<file path="src/rtl/ysyx_22040175_pipe_ctrl_pkg.sv">
// Shared constants for the NPC pipeline hazard controller.
// Optional performance counters are built when YSYX_22040175_PIPE_PERF_EN is defined.
package ysyx_22040175_pipe_ctrl_pkg;

  localparam int STG_IF   = 0;
  localparam int STG_ID   = 1;
  localparam int STG_EX   = 2;
  localparam int FWD_NONE = 0;
  localparam int DEF_AW   = 5;

  // Per-cycle pipeline action, listed from lowest to highest priority class
  typedef enum logic [1:0] {
    HZ_NONE     = 2'd0,
    HZ_LOAD_USE = 2'd1,
    HZ_REDIRECT = 2'd2,
    HZ_MEM      = 2'd3
  } hz_e;

endpackage

</file>
<file path="src/rtl/ysyx_22040175_pipe_ctrl_if.sv">
// ID-stage metadata, pipeline events and hazard controls between the core and the controller.
interface ysyx_22040175_pipe_ctrl_if #(
  parameter int AW     = ysyx_22040175_pipe_ctrl_pkg::DEF_AW,
  parameter int SW     = 3,
  parameter int NSTAGE = 5
);
  logic              id_valid;
  logic [AW-1:0]     id_rs1;
  logic              id_rs1_used;
  logic [AW-1:0]     id_rs2;
  logic              id_rs2_used;
  logic [AW-1:0]     id_rd;
  logic              id_wen;
  logic              id_is_load;
  logic              ex_redirect;
  logic              mem_stall;
  logic              stall_if;
  logic              stall_id;
  logic              flush_if;
  logic              flush_id;
  logic [SW-1:0]     fwd_rs1;
  logic [SW-1:0]     fwd_rs2;
  logic [NSTAGE-1:0] stage_valid;
  logic              retire;
  logic [AW-1:0]     retire_rd;

  modport master (
    output id_valid, id_rs1, id_rs1_used, id_rs2, id_rs2_used, id_rd, id_wen, id_is_load,
           ex_redirect, mem_stall,
    input  stall_if, stall_id, flush_if, flush_id, fwd_rs1, fwd_rs2, stage_valid, retire, retire_rd
  );

  modport slave (
    input  id_valid, id_rs1, id_rs1_used, id_rs2, id_rs2_used, id_rd, id_wen, id_is_load,
           ex_redirect, mem_stall,
    output stall_if, stall_id, flush_if, flush_id, fwd_rs1, fwd_rs2, stage_valid, retire, retire_rd
  );
endinterface

</file>
<file path="src/rtl/ysyx_22040175_pipe_ctrl_stage_meta.sv">
// One pipeline-stage slice of destination metadata {valid, wen, load, rd}.
// hold freezes the slice; clear loads an empty (bubble) entry instead of the upstream one.
module ysyx_22040175_stage_meta #(
  parameter int AW = 5
) (
  input  logic          clk,
  input  logic          rst,
  input  logic          hold,
  input  logic          clear,
  input  logic          valid_d,
  input  logic          wen_d,
  input  logic          load_d,
  input  logic [AW-1:0] rd_d,
  output logic          valid_q,
  output logic          wen_q,
  output logic          load_q,
  output logic [AW-1:0] rd_q
);

  always_ff @(posedge clk or posedge rst) begin
    if (rst) begin
      valid_q <= 1'b0;
      wen_q   <= 1'b0;
      load_q  <= 1'b0;
      rd_q    <= '0;
    end else if (!hold) begin
      if (clear) begin
        valid_q <= 1'b0;
        wen_q   <= 1'b0;
        load_q  <= 1'b0;
        rd_q    <= '0;
      end else begin
        valid_q <= valid_d;
        wen_q   <= wen_d;
        load_q  <= load_d;
        rd_q    <= rd_d;
      end
    end
  end

endmodule

</file>
<file path="src/rtl/ysyx_22040175_pipe_ctrl.sv">
// Hazard controller for the in-order NPC: tracks EX..WB destinations, resolves load-use stalls,
// redirect flushes and forwarding selects. Define YSYX_22040175_PIPE_PERF_EN for perf counters.
module ysyx_22040175_pipe_ctrl
  import ysyx_22040175_pipe_ctrl_pkg::*;
#(
  parameter int NSTAGE   = 5,
  parameter int AW       = DEF_AW,
  parameter int LOAD_LAT = 1,
  parameter int SW       = 3
) (
  input  logic                    clk,
  input  logic                    rst,
  ysyx_22040175_pipe_ctrl_if.slave bus
`ifdef YSYX_22040175_PIPE_PERF_EN
  ,
  output logic [31:0]             perf_stall_cnt,
  output logic [31:0]             perf_flush_cnt,
  output logic [31:0]             perf_retire_cnt
`endif
);

  localparam int NM = NSTAGE - STG_EX;
  localparam int WB = NM - 1;

  logic          m_valid [NM];
  logic          m_wen   [NM];
  logic          m_load  [NM];
  logic [AW-1:0] m_rd    [NM];
  logic          d_valid [NM];
  logic          d_wen   [NM];
  logic          d_load  [NM];
  logic [AW-1:0] d_rd    [NM];

  logic          hit1 [NM];
  logic          hit2 [NM];
  logic          pend [NM];
  logic          load_use;
  logic          stall;
  logic          flush;
  logic          ex_bubble;
  logic          retire;
  logic [SW-1:0] fwd1;
  logic [SW-1:0] fwd2;
  logic [NSTAGE-1:0] sv;
  hz_e           hz;

  function automatic logic src_match(input logic v, input logic w, input logic [AW-1:0] rd,
                                     input logic [AW-1:0] r, input logic used);
    return v & w & used & (r != '0) & (rd == r);
  endfunction

  // ---- stage metadata chain: slice 0 is EX, slice WB is the last stage ----
  for (genvar i = 0; i < NM; i++) begin : g_stage
    if (i == 0) begin : g_ex
      assign d_valid[i] = bus.id_valid;
      assign d_wen[i]   = bus.id_wen;
      assign d_load[i]  = bus.id_is_load;
      assign d_rd[i]    = bus.id_rd;
    end else begin : g_adv
      assign d_valid[i] = m_valid[i-1];
      assign d_wen[i]   = m_wen[i-1];
      assign d_load[i]  = m_load[i-1];
      assign d_rd[i]    = m_rd[i-1];
    end

    ysyx_22040175_stage_meta #(.AW(AW)) u_meta (
      .clk     (clk),
      .rst     (rst),
      .hold    (bus.mem_stall),
      .clear   ((i == 0) && ex_bubble),
      .valid_d (d_valid[i]),
      .wen_d   (d_wen[i]),
      .load_d  (d_load[i]),
      .rd_d    (d_rd[i]),
      .valid_q (m_valid[i]),
      .wen_q   (m_wen[i]),
      .load_q  (m_load[i]),
      .rd_q    (m_rd[i])
    );
  end

  // ---- dependency check against in-flight producers ----
  always_comb begin
    load_use = 1'b0;
    fwd1     = SW'(FWD_NONE);
    fwd2     = SW'(FWD_NONE);
    for (int i = 0; i < NM; i++) begin
      hit1[i] = src_match(m_valid[i], m_wen[i], m_rd[i], bus.id_rs1, bus.id_rs1_used);
      hit2[i] = src_match(m_valid[i], m_wen[i], m_rd[i], bus.id_rs2, bus.id_rs2_used);
      pend[i] = m_load[i] && (i < LOAD_LAT);
    end
    // Walk oldest-to-youngest so the youngest eligible producer wins; WB goes via the regfile.
    for (int i = WB - 1; i >= 0; i--) begin
      if (hit1[i] && !pend[i]) fwd1 = SW'(i + STG_EX);
      if (hit2[i] && !pend[i]) fwd2 = SW'(i + STG_EX);
      if (pend[i] && (hit1[i] || hit2[i])) load_use = bus.id_valid;
    end
  end

  // ---- action priority: reset > memory freeze > redirect > load-use ----
  always_comb begin
    hz = HZ_NONE;
    if (!rst) begin
      if (bus.mem_stall)        hz = HZ_MEM;
      else if (bus.ex_redirect) hz = HZ_REDIRECT;
      else if (load_use)        hz = HZ_LOAD_USE;
    end
  end

  assign stall     = (hz == HZ_MEM) || (hz == HZ_LOAD_USE);
  assign flush     = (hz == HZ_REDIRECT);
  assign ex_bubble = flush || (hz == HZ_LOAD_USE);
  assign retire    = m_valid[WB] & ~bus.mem_stall;

  always_comb begin
    sv = '0;
    for (int i = 0; i < NM; i++) sv[i + STG_EX] = m_valid[i];
  end

  assign bus.stall_if    = stall;
  assign bus.stall_id    = stall;
  assign bus.flush_if    = flush;
  assign bus.flush_id    = flush;
  assign bus.fwd_rs1     = fwd1;
  assign bus.fwd_rs2     = fwd2;
  assign bus.stage_valid = sv;
  assign bus.retire      = retire;
  assign bus.retire_rd   = (retire && m_wen[WB]) ? m_rd[WB] : '0;

`ifdef YSYX_22040175_PIPE_PERF_EN
  // ---- event counters, free-running and wrapping ----
  always_ff @(posedge clk or posedge rst) begin
    if (rst) begin
      perf_stall_cnt  <= '0;
      perf_flush_cnt  <= '0;
      perf_retire_cnt <= '0;
    end else begin
      if (stall)  perf_stall_cnt  <= perf_stall_cnt + 32'd1;
      if (flush)  perf_flush_cnt  <= perf_flush_cnt + 32'd1;
      if (retire) perf_retire_cnt <= perf_retire_cnt + 32'd1;
    end
  end
`endif

endmodule

</file>
<file path="src/flat_wrapper.sv">
// flat-port wrapper written by rule: the top's interface ports become plain ports
module ysyx_22040175_pipe_ctrl_flat import ysyx_22040175_pipe_ctrl_pkg::*;
#(
  parameter int NSTAGE   = 5,
  parameter int AW       = DEF_AW,
  parameter int LOAD_LAT = 1,
  parameter int SW       = 3
)
  (clk, rst, bus_id_valid, bus_id_rs1, bus_id_rs1_used, bus_id_rs2, bus_id_rs2_used, bus_id_rd, bus_id_wen, bus_id_is_load, bus_ex_redirect, bus_mem_stall, bus_stall_if, bus_stall_id, bus_flush_if, bus_flush_id, bus_fwd_rs1, bus_fwd_rs2, bus_stage_valid, bus_retire, bus_retire_rd);
  ysyx_22040175_pipe_ctrl_if #(.AW(AW), .SW(SW), .NSTAGE(NSTAGE)) bus_i ();
  input  logic clk;
  input  logic rst;
  input wire logic [$bits(bus_i.id_valid)-1:0] bus_id_valid;
  input wire logic [$bits(bus_i.id_rs1)-1:0] bus_id_rs1;
  input wire logic [$bits(bus_i.id_rs1_used)-1:0] bus_id_rs1_used;
  input wire logic [$bits(bus_i.id_rs2)-1:0] bus_id_rs2;
  input wire logic [$bits(bus_i.id_rs2_used)-1:0] bus_id_rs2_used;
  input wire logic [$bits(bus_i.id_rd)-1:0] bus_id_rd;
  input wire logic [$bits(bus_i.id_wen)-1:0] bus_id_wen;
  input wire logic [$bits(bus_i.id_is_load)-1:0] bus_id_is_load;
  input wire logic [$bits(bus_i.ex_redirect)-1:0] bus_ex_redirect;
  input wire logic [$bits(bus_i.mem_stall)-1:0] bus_mem_stall;
  output wire logic [$bits(bus_i.stall_if)-1:0] bus_stall_if;
  output wire logic [$bits(bus_i.stall_id)-1:0] bus_stall_id;
  output wire logic [$bits(bus_i.flush_if)-1:0] bus_flush_if;
  output wire logic [$bits(bus_i.flush_id)-1:0] bus_flush_id;
  output wire logic [$bits(bus_i.fwd_rs1)-1:0] bus_fwd_rs1;
  output wire logic [$bits(bus_i.fwd_rs2)-1:0] bus_fwd_rs2;
  output wire logic [$bits(bus_i.stage_valid)-1:0] bus_stage_valid;
  output wire logic [$bits(bus_i.retire)-1:0] bus_retire;
  output wire logic [$bits(bus_i.retire_rd)-1:0] bus_retire_rd;
  assign bus_i.id_valid = bus_id_valid;
  assign bus_i.id_rs1 = bus_id_rs1;
  assign bus_i.id_rs1_used = bus_id_rs1_used;
  assign bus_i.id_rs2 = bus_id_rs2;
  assign bus_i.id_rs2_used = bus_id_rs2_used;
  assign bus_i.id_rd = bus_id_rd;
  assign bus_i.id_wen = bus_id_wen;
  assign bus_i.id_is_load = bus_id_is_load;
  assign bus_i.ex_redirect = bus_ex_redirect;
  assign bus_i.mem_stall = bus_mem_stall;
  assign bus_stall_if = bus_i.stall_if;
  assign bus_stall_id = bus_i.stall_id;
  assign bus_flush_if = bus_i.flush_if;
  assign bus_flush_id = bus_i.flush_id;
  assign bus_fwd_rs1 = bus_i.fwd_rs1;
  assign bus_fwd_rs2 = bus_i.fwd_rs2;
  assign bus_stage_valid = bus_i.stage_valid;
  assign bus_retire = bus_i.retire;
  assign bus_retire_rd = bus_i.retire_rd;
  ysyx_22040175_pipe_ctrl #(.NSTAGE(NSTAGE), .AW(AW), .LOAD_LAT(LOAD_LAT), .SW(SW)) u_core (.clk(clk), .rst(rst), .bus(bus_i));
endmodule
</file>
<file path="config.mk">
export PLATFORM = sky130hd
export DESIGN_NAME = ysyx_22040175_pipe_ctrl_flat
export DESIGN_NICKNAME = d
export VERILOG_FILES = /design/src/rtl/ysyx_22040175_pipe_ctrl_pkg.sv /design/src/rtl/ysyx_22040175_pipe_ctrl_if.sv /design/src/rtl/ysyx_22040175_pipe_ctrl_stage_meta.sv /design/src/rtl/ysyx_22040175_pipe_ctrl.sv /design/src/flat_wrapper.sv
export SDC_FILE = /design/constraint.sdc
export NUM_CORES = 1
export LEC_CHECK = 0
export CAP_MARGIN = 20
export CORE_UTILIZATION = 44
export DETAILED_ROUTE_END_ITERATION = 6
export MAX_ROUTING_LAYER = met4
export PLACE_DENSITY = 0.83
export SETUP_SLACK_MARGIN = 0.5
export SYNTH_ARGS = -nofsm -noshare
export SYNTH_HDL_FRONTEND = slang
export SYNTH_SLANG_ARGS = --single-unit
</file>
<file path="constraint.sdc">
create_clock -name clk -period 2.65 [get_ports clk]
set_clock_uncertainty 0.05 [all_clocks]
set_input_delay 0.265 -clock clk [delete_from_list [all_inputs] [get_ports clk]]
set_output_delay 0.265 -clock clk [all_outputs]
set_load 0.005 [all_outputs]
</file>
==> summary.md, run 1 <==
| Metric | Value |
|---|---|
| Status | `completed` |
| Num Clock Sinks | `22` |
| Slew margin rel. | `0.453` |
| DP Area | `1760 um2` |
| Flop-to-flop setup slack | `0.55 ns` |
| Worst-path fanout max | `4` |
| VDD IR-drop max | `0.339 mV` |
| CTS clock-pin slew for the worst setup and hold paths | `0.11 ns` |
| Crit path time final | `2.22 ns` |
| Drt total wl | `3.19 mm` |
| Wire per inst | `15.8 um` |
| GRT Util Overall | `0.223` |
| ANT cells | `0` |
| First-pass GRT wire length | `5.35 mm` |
| Dpl ws | `-0.130 ns` |
| Max Fclk | `0.451 GHz` |
| Worst-Margin Slew | `0.820 ns` |
| Drt drc | `0` |
| Core area | `2760 um2` |
| WP data arrival | `1.90 ns` |
| Initial DRC count | `17` |
| Post-DP HPWL | `2.31 mm` |
| Chip height | `56.0 um` |
| Reg2Reg Launch Point | `u_core.g_stage[0].u_meta.rd_q[1]` |
| Vias in the first global route | `1118` |
| Worst setup margin | `0.432 ns` |
| CTS tree | `yes` |
| H-tree Lvls | `1` |
| Metal2 WL | `1.76 mm` |
| Routed vias | `1081` |
| CP endpoint | `bus_flush_id` |
| Skew-Pair Late Insertion Delay | `0.31 ns` |
| Via/cell ratio | `5.35` |
| Buffers on Ports | `40` |
| CP startpoint | `u_core.g_stage[0].u_meta.rd_q[1]` |
| Reg-to-reg critical path endpoint | `u_core.g_stage[0].u_meta.rd_q[0]` |
| Cell area after layout | `1880 um2` |
| Post-synthesis to final-layout area growth | `46.2%` |
| Syn_area_per_cell | `10.9 um2` |
| Routed Antenna Nets | `0` |
| Met3 wire len | `147 um` |
| Wl on met1 | `1.23 mm` |
| Final setup violation count | `0` |
| Tightest Hold Check Type | `in2async` |
| Critical setup path kind | `reg2out` |
| Share of cells above drive strength 1 | `0.433` |
| Post-synthesis cell area | `1280 um2` |
| Flops & latches, synth | `22` |
| Register area share after synthesis | `0.429` |
| Startpoint Class | `flop` |
| Critical Path RT | `2.34 ns` |
| Gate Count Post-Synth | `118` |
| Max-cap violations | `0` |
| Longest Clk Path Bufs | `2` |
| Number of top-level pins | `45` |
| Die width | `56.0 um` |
| Total power | `848 uW` |
| Hold Violations, Final | `0` |
| Rows | `19` |
| GP Congestion | `0.864` |
| Post-synth cell types | `29` |
| Die area | `3140 um2` |
| Initial antenna violation count | `0` |
| Largest net degree at the start of global routing | `23` |
| Unrepaired setup endpoints after global routing | `yes` |
| Worst Reg2Reg Path Length in Cells | `8` |
| Fin crit share | `0.837` |
| Drt pass-1 iters | `4` |
| Static leakage | `0.871 nW` |
| DR top layer | `met4` |
| CTS Buf Count | `3` |
| NumNets Final | `198` |
| Fillers | `216` |
| CP endpoint kind | `output port` |
| Hold_buf cts | `0` |
| Clock Tree Root | `clkbuf_4` |
| Grt ovf | `0` |
| Synth warnings | `0` |
| Pins Over Slew Limit | `0` |
| Initial Util | `0.466` |
| Power density cells | `452 nW/um2` |
## state kept, by name (all words and copies together) (netlist names)
register	flops
u_core.g_stage.u_meta.valid_q	3
u_core.g_stage.u_meta.wen_q	3
u_core.g_stage.u_meta.load_q	1
u_core.g_stage.u_meta.rd_q	15
## critical path, cell delays in order, from the launching register on
cell,delay (ns)
dfrtp_2,0.48
xnor2_2,0.18
o211ai_2,0.13
nor4_2,0.27
o31ai_1,0.12
ha_2,0.21
buf_6,0.11
buf_6,0.10
## cells by family after synthesis
kind of cell	share of synthesized area
buffers and inverters	0.0741
AOI/OAI and AO/OA	0.117
DFF	0.429
other	0.00292
muxes	0.123
and+or+nand+nor	0.108
xor gates and xnor gates	0.136
adders and majority gates	0.00975
## Yosys cell counts
cell type	n	area (um2)
nand3_1	2	10.0
nand4_1	2	12.5
ha_1	1	12.5
buf_1	1	3.75
conb_1	1	3.75
dfrtp_1	22	551
or4_1	3	22.5
and3_1	5	31.3
o211ai_1	1	7.51
mux2_2	14	158
nor4_1	2	12.5
buf_2	1	5.00
a21oi_1	3	15.0
o31ai_1	1	7.51
xnor2_1	16	140
o31a_1	1	8.76
a22o_1	6	52.6
nor2_1	1	3.75
nor2b_1	2	12.5
nand2_1	6	22.5
buf_4	9	67.6
a21bo_2	2	20.0
a31oi_1	1	6.26
o211ai_2	1	12.5
xor2_1	4	35.0
inv_1	4	15.0
or4_4	1	11.3
o21ai_0	4	20.0
clkbuf_1	1	3.75
## final cells by class
cell class | count | area, um2 | share of cell area
Inverter | 4 | 15.0 | 0.00800
Timing Repair Buffer | 59 | 497 | 0.265
Sequential cell | 22 | 557 | 0.297
Clock buffer | 3 | 22.5 | 0.0120
Multi-Input combinational cell | 83 | 747 | 0.398
Tap cell | 31 | 38.8 | 0.0207
## through the flow
step | hold slack [ns] | setup TNS [ns] | utilization | std cells
after detailed placement | 0.442 | -0.609 | 0.637 | 193
after global placement | 0.434 | -0.377 | 0.637 | 193
final | 0.430 | 0 | 0.681 | 202
after floorplan | 0.204 | 0 | - | 121
after global routing | 0.463 | 0 | 0.681 | 202
after CTS | 0.462 | 0 | 0.654 | 200
## layout by cell type, fill, tap and decap left out, types with 5 or more instances in the layout
cell type,count
a22o_1,6
buf_4,18
xnor2_1,9
dfrtp_1,17
mux2_2,14
xnor2_2,7
buf_2,7
and3_1,5
nand2_1,6
clkdlybuf4s50_1,22
dfrtp_2,5
## per-layer routing
layer | global-route usage | vias to the layer above
met4 | 0.0592 | 0
met2 | 0.410 | 37
met1 | 0.258 | 525
met5 | - | -
li1 | - | 514
met3 | 0.0233 | 5
## where the power goes
group | internal [mW] | switching, mW
logic | 0.160 | 0.0983
registers | 0.384 | 0.0526
clock network | 0.0532 | 0.0991
total | 0.598 | 0.250
## worst min path at each step
stage                                       end  slack [ns]  cells after the start
6_report       u_core.g_stage[0].u_meta.valid_q        0.43                      2
5_1_grt         u_core.g_stage[0].u_meta.load_q        0.46                      3
4_1_cts         u_core.g_stage[0].u_meta.load_q        0.46                      2
3_5_place_dp   u_core.g_stage[2].u_meta.rd_q[0]        0.44                      1
3_3_place_gp   u_core.g_stage[2].u_meta.rd_q[3]        0.43                      1
2_1_floorplan   u_core.g_stage[0].u_meta.load_q        0.20                      1
## what timing repair did
item | 4_1_cts | 5_1_grt
gates resized for setup | 60 | 21
endpoints found under the setup margin | 20 | 20
pin swaps | 17 | 18
setup buffers | 4 | 2
(Power assumes the default switching activity.)
==> run 2, diff against run 1 <==
--- a/config.mk
+++ b/config.mk
@@ -6,10 +6,10 @@
 export NUM_CORES = 1
 export LEC_CHECK = 0
 export CAP_MARGIN = 20
-export CORE_UTILIZATION = 44
+export CORE_UTILIZATION = 40
 export DETAILED_ROUTE_END_ITERATION = 6
 export MAX_ROUTING_LAYER = met4
-export PLACE_DENSITY = 0.83
+export PLACE_DENSITY = 0.8
 export SETUP_SLACK_MARGIN = 0.5
 export SYNTH_ARGS = -nofsm -noshare
 export SYNTH_HDL_FRONTEND = slang
==> constraint.sdc (replaced) <==
create_clock -name clk -period 1.85 [get_ports clk]
set_clock_uncertainty 0.05 [all_clocks]
set_input_delay 0.185 -clock clk [delete_from_list [all_inputs] [get_ports clk]]
set_output_delay 0.185 -clock clk [all_outputs]
set_load 0.005 [all_outputs]
==> summary.md, run 2 (synthesis results as in run 1) <==
| Metric | Value |
|---|---|
| CP endpoint kind | `output port` |
| Clock Tree Root | `clkbuf_4` |
| Rows | `20` |
| Largest net degree at the start of global routing | `23` |
| First-pass GRT wire length | `5.99 mm` |
| Initial DRC count | `47` |
| Startpoint Class | `flop` |
| Critical setup path kind | `reg2out` |
| Total power | `1.36 mW` |
| Regs by FF count | `u_core.g_stage.u_meta.rd_q: 15 flops, u_core.g_stage.u_meta.valid_q: 3 flops, u_core.g_stage.u_meta.wen_q: 3 flops` |
| Num Clock Sinks | `22` |
| Longest Clk Path Bufs | `2` |
| Routed vias | `1224` |
| Status | `complete, but fails checks` |
| WP data arrival | `1.91 ns` |
| CTS clock-pin slew for the worst setup and hold paths | `0.12 ns` |
| Post-synthesis to final-layout area growth | `68.9%` |
| Violated checks | `setup timing` |
| Post-route insts no fill | `242` |
| Wire per inst | `16.6 um` |
| Post-DP HPWL | `2.66 mm` |
| Switching Power | `411 uW` |
| GRT Util Overall | `0.249` |
| Initial antenna violation count | `0` |
| VDD IR-drop max | `0.406 mV` |
| Crit path time final | `2.14 ns` |
| NumNets Final | `225` |
| Die area | `3440 um2` |
| Largest Register | `u_core.g_stage.u_meta.rd_q` |
| Max reg flops | `15` |
| Reg2Reg Launch Point | `u_core.g_stage[0].u_meta.rd_q[2]` |
| Worst Reg2Reg Path Length in Cells | `8` |
| Routed Antenna Nets | `0` |
| ANT cells | `0` |
| Number of top-level pins | `45` |
| Most common cell after layout, fill and taps aside | `buf_4` |
| Initial Util | `0.420` |
| Fin crit share | `1.16` |
| Hold Violations, Final | `0` |
| Worst setup margin | `-0.292 ns` |
| Drt drc | `0` |
| Die width | `58.7 um` |
| Tightest Hold Check Type | `in2async` |
| Static leakage | `1.04 nW` |
| GP Congestion | `0.892` |
| Grt ovf | `0` |
| Max-cap violations | `0` |
| Drt total wl | `4.02 mm` |
| Flop-to-flop setup slack | `-0.17 ns` |
| Max Fclk | `0.467 GHz` |
| CTS Buf Count | `3` |
| Fillers | `217` |
| Clk pwr share | `0.161` |
| Worst-path fanout max | `2` |
| Critical Path RT | `1.62 ns` |
| Buffers on Ports | `40` |
| Chip height | `58.7 um` |
| CTS tree | `yes` |
| Pins Over Slew Limit | `0` |
| Sequential power share | `0.452` |
| Vias in the first global route | `1289` |
| Hold_buf cts | `0` |
| Most frequent cells in the layout | `35 x buf_4, 21 x dfrtp_1, 18 x buf_6` |
| H-tree Lvls | `1` |
| Placed insts | `223` |
| Reg-to-reg critical path endpoint | `u_core.g_stage[0].u_meta.load_q` |
| Sw Share | `0.303` |
| Drt pass-1 iters | `4` |
| Comb power frac | `0.387` |
| Via/cell ratio | `5.06` |
| Unrepaired setup endpoints after global routing | `yes` |
| Internal | `947 uW` |
| Final setup violation count | `15` |
| DP Area | `1930 um2` |
| Core area | `3050 um2` |
| Cell area after layout | `2170 um2` |
| Power density cells | `627 nW/um2` |
| Share of cells above drive strength 1 | `0.561` |
| Skew-Pair Late Insertion Delay | `0.30 ns` |
==> run 2: cell count changes in the layout (fill, tap and decap cells not counted), moves of 2 or more <==
cell             change
buf_4               +17
dfrtp_1              +4
buf_6               +14
buf_2                +4
clkdlybuf4s50_1      -9
dfrtp_2              -4
and3_1               -5
and3_4               +5
nor2b_4              +2
==> run 2: cell type report <==
cell class,count,area (um2),share of cell area
sequential,22,552,0.254
timing repair buffer,86,726,0.335
clock buffer,3,22.5,0.0104
tap,44,55.1,0.0254
multi-input combinational,83,798,0.368
inverter,4,15.0,0.00692
==> run 2: per-stage QoR <==
| step | util | worst slack (ns) | setup TNS (ns) | hold WS (ns) |
|---|---|---|---|---|
| 6_report | 0.710 | -0.292 | -2.81 | 0.241 |
| 5_1_grt | 0.710 | -0.403 | -3.92 | 0.276 |
| 4_1_cts | 0.675 | -0.379 | -2.55 | 0.242 |
| 3_5_place_dp | 0.633 | -0.782 | -10.83 | 0.434 |
| 3_3_place_gp | 0.633 | -0.760 | -10.19 | 0.433 |
| 2_1_floorplan | - | -0.106 | -0.692 | 0.124 |
==> run 2: worst max path at each step <==
stage | start | to | slack, ns
after detailed placement | bus_id_rs2[0] | bus_flush_if | -0.78
after CTS | u_core.g_stage[1].u_meta.rd_q[2] | bus_fwd_rs2[0] | -0.38
after global routing | u_core.g_stage[1].u_meta.rd_q[2] | bus_fwd_rs2[0] | -0.40
after floorplan | bus_id_rs2[0] | u_core.g_stage[0].u_meta.rd_q[0] | -0.11
after global placement | bus_id_rs2[0] | bus_flush_if | -0.76
final | u_core.g_stage[1].u_meta.rd_q[4] | bus_fwd_rs2[0] | -0.29
==> run 2: power groups by stage <==
| stage | Clock [mW] | Combinational, mW | Sequential [mW] |
|---|---|---|---|
| after global placement | 0 | 0.390 | 0.616 |
| after floorplan | 0 | 0.212 | 0.605 |
| after detailed placement | 0 | 0.408 | 0.618 |
| after global routing | 0.250 | 0.558 | 0.622 |
| after CTS | 0.224 | 0.476 | 0.604 |
| final | 0.219 | 0.525 | 0.615 |
==> run 2: what timing repair did <==
action | 4_1_cts | 5_1_grt
cloned | 0 | 0
pin swaps | 25 | 15
endpoints found under the setup margin | 27 | 24
setup buffers | 12 | 4
gates resized for setup | 109 | 20
==> run 2: layer usage <==
layer,vias to the layer above,share of wire,track usage
met5,-,0,-
met4,0,0.017,0.105
met3,8,0.029,0.0308
met2,39,0.56,0.475
met1,607,0.40,0.255
li1,570,-,-
==> run 2: worst max-delay path, stage by stage (launching register included) <==
cell and delay, ns:
dfrtp_1 0.41, buf_6 0.12, xnor2_2 0.12, nand4_1 0.10, or4_4 0.50, buf_6 0.13
a21oi_2 0.10, buf_2 0.13
==> run 3, diff against run 2 <==
--- a/config.mk
+++ b/config.mk
@@ -5,8 +5,9 @@
 export SDC_FILE = /design/constraint.sdc
 export NUM_CORES = 1
 export LEC_CHECK = 0
+export ABC_AREA = 1
 export CAP_MARGIN = 20
-export CORE_UTILIZATION = 40
+export CORE_UTILIZATION = 41
 export DETAILED_ROUTE_END_ITERATION = 6
 export MAX_ROUTING_LAYER = met4
 export PLACE_DENSITY = 0.8
==> summary.md, run 3 <==
| Metric | Value |
|---|---|
| Post-Synth Simple-Gate Area | `0.272` |
| Async set-reset flop share out of synthesis | `1.00` |
| Reg-to-reg critical path endpoint | `u_core.g_stage[0].u_meta.rd_q[4]` |
| CP endpoint kind | `output port` |
| WP data arrival | `1.80 ns` |
| Drt pass-1 iters | `4` |
| Critical Path RT | `1.62 ns` |
| Die area | `3610 um2` |
| Initial Util | `0.442` |
| Share of cells above drive strength 1 | `0.395` |
| Power density cells | `632 nW/um2` |
| CTS Buf Count | `3` |
| Drt total wl | `4.04 mm` |
| Routed Antenna Nets | `0` |
| Top FF cell, synth | `dfrtp_1` |
| Total power | `1.41 mW` |
| Routed vias | `1459` |
| Post-DP HPWL | `2.45 mm` |
| Static leakage | `1.08 nW` |
| Unrepaired setup endpoints after global routing | `yes` |
| H-tree Lvls | `1` |
| Final setup violation count | `9` |
| Mux contribution to synthesized area | `0` |
| Synth top cells by count | `42 x nand2_1, 25 x nor2_1, 23 x o21ai_0` |
| VDD IR-drop max | `0.310 mV` |
| Count leader, synth | `nand2_1` |
| Gate Count Post-Synth | `193` |
| Largest Register | `u_core.g_stage.u_meta.rd_q` |
| Reg2Reg Launch Point | `u_core.g_stage[0].u_meta.rd_q[2]` |
| Post-synthesis adder-cell area fraction | `0.00904` |
| Hold Violations, Final | `0` |
| Vias in the first global route | `1393` |
| Chip height | `60.1 um` |
| Flop-to-flop setup slack | `-0.01 ns` |
| Worst-path fanout max | `3` |
| Flops & latches, synth | `22` |
| Rows | `20` |
| Post-synthesis cell area | `1380 um2` |
| Tightest Hold Check Type | `in2async` |
| Num Clock Sinks | `22` |
| Dpl ws | `-0.395 ns` |
| Number of top-level pins | `45` |
| Register area share after synthesis | `0.398` |
| GP Congestion | `0.883` |
| Synth Area in Compound Gates | `0.0931` |
| Most frequent cells in the layout | `32 x nand2_1, 30 x buf_4, 22 x dfrtp_1` |
| Critical setup path kind | `reg2out` |
| Initial antenna violation count | `0` |
| Area leader, netlist | `dfrtp_1` |
| Crit path time final | `2.04 ns` |
| CTS tree | `yes` |
| Via/cell ratio | `4.71` |
| Most frequent cell on the critical path | `nor2_1` |
| First-pass GRT wire length | `6.01 mm` |
| Fillers | `256` |
| Buffers on Ports | `40` |
| Max Fclk | `0.491 GHz` |
| ANT cells | `0` |
| Grt ovf | `0` |
| Post-synthesis to final-layout area growth | `60.8%` |
| EDFF count, synth | `0` |
| GRT Util Overall | `0.237` |
| Regs by FF count | `u_core.g_stage.u_meta.rd_q: 15 flops, u_core.g_stage.u_meta.valid_q: 3 flops, u_core.g_stage.u_meta.wen_q: 3 flops` |
| Post-synth cell types | `24` |
| Most common cell after layout, fill and taps aside | `nand2_1` |
| Initial DRC count | `43` |
| Fin crit share | `1.10` |
| Crit path max-delay cell type | `dfrtp_1` |
| Clock Tree Root | `clkbuf_4` |
| Max reg flops | `15` |
| Synth warnings | `0` |
| Startpoint Class | `flop` |
| Pins Over Slew Limit | `0` |
| Skew-Pair Late Insertion Delay | `0.33 ns` |
| Syn_area_per_cell | `7.17 um2` |
| Share of the synthesized area in the top cell type | `0.398` |
| Status | `complete, but fails checks` |
| Crit path largest cell delay | `0.44 ns` |
| Setup TNS | `-1.21 ns` |
| NumNets Final | `292` |
| Violated checks | `setup timing` |
| Die width | `60.1 um` |
| Largest net degree at the start of global routing | `23` |
| CTS clock-pin slew for the worst setup and hold paths | `0.14 ns` |
| Core area | `3130 um2` |
| Cell Chain, Critical Path | `xnor2_1 > nand2_1 > nor2_2 > nand2_2 > buf_4 > buf_6 > nor2_1 > nor2_1 > buf_2` |
| Wire per inst | `13.0 um` |
| Max-cap violations | `0` |
| Worst Reg2Reg Path Length in Cells | `11` |
| Drt drc | `0` |
| Area contributors post-synth | `dfrtp_1 40%, nand2_1 11%, o21ai_0 8.3%, nor2_1 6.8%, inv_1 6.0%` |
| Longest Clk Path Bufs | `2` |
| Largest family of logic cells by synthesized area | `simple AND/OR/NAND/NOR gates` |
| Worst setup margin | `-0.187 ns` |
| Xor and xnor area share after synthesis | `0.0823` |
==> run 3: area by class of cell <==
| cell class | count | area (um2) | area share |
|---|---|---|---|
| Multi-Input combinational cell | 132 | 778 | 0.350 |
| Clock buffer | 3 | 22.5 | 0.0101 |
| Inverter | 27 | 101 | 0.0455 |
| Timing Repair Buffer | 81 | 688 | 0.309 |
| Clock inverter | 1 | 30.0 | 0.0135 |
| Sequential cell | 22 | 551 | 0.247 |
| Tap cell | 44 | 55.1 | 0.0247 |
==> run 3: layer usage <==
metal	track usage	share of wire	routed length, um
met5	-	0	0
met3	0.0390	0.062	249
met1	0.286	0.41	1670
met2	0.386	0.51	2050
met4	0.106	0.017	67
==> run 3: worst max path at each step <==
stage | start | slack [ns] | depth (start not counted) | endpoint
2_1_floorplan | u_core.g_stage[0].u_meta.rd_q[2] | 0.18 | 14 | u_core.g_stage[0].u_meta.valid_q
3_3_place_gp | bus_id_rs1[0] | -0.38 | 11 | bus_flush_id
3_5_place_dp | bus_id_rs1[3] | -0.39 | 14 | bus_flush_id
4_1_cts | u_core.g_stage[0].u_meta.rd_q[1] | -0.12 | 11 | bus_stall_if
6_report | u_core.g_stage[0].u_meta.rd_q[2] | -0.19 | 9 | bus_fwd_rs1[0]
5_1_grt | u_core.g_stage[0].u_meta.rd_q[1] | -0.32 | 11 | bus_fwd_rs1[0]
==> run 3: what timing repair did <==
item | in CTS | in global routing
hold buffers | 0 | 0
pin swaps | 18 | 18
gates resized for setup | 82 | 38
gates cloned | 0 | 0
setup endpoints to repair | 25 | 24
buffers inserted | 15 | 2
==> run 3: logic make-up after synthesis <==
family / Yosys count
AO/OA/AOI/OAI: 25
XOR/XNOR: 13
adder cells (fa/ha/maj): 1
buffers and inverters: 42
flip-flops: 22
other: 1
AND/OR/NAND/NOR: 89
==> run 3: report_power, final <==
part	switching [mW]	internal (mW)	total, mW
Clock	0.167	0.219	0.386
Sequential	0.0554	0.538	0.594
Combinational	0.203	0.225	0.428
==> run 3: per-stage QoR <==
stage	util	area [um2]	hold WS, ns	std cells
global placement	0.619	1940	0.416	289
floorplan	-	1410	0.133	196
CTS	0.666	2080	0.247	308
global route	0.712	2230	0.283	310
detailed placement	0.619	1940	0.423	289
finish	0.712	2230	0.253	310
==> run 3: worst max-delay path, delay by kind of cell (launching register included) <==
family / cells / cell delay [ns]
xor gates and xnor gates: 1 / 0.16
buffers and inverters: 3 / 0.37
DFF: 1 / 0.44
and+or+nand+nor: 5 / 0.49
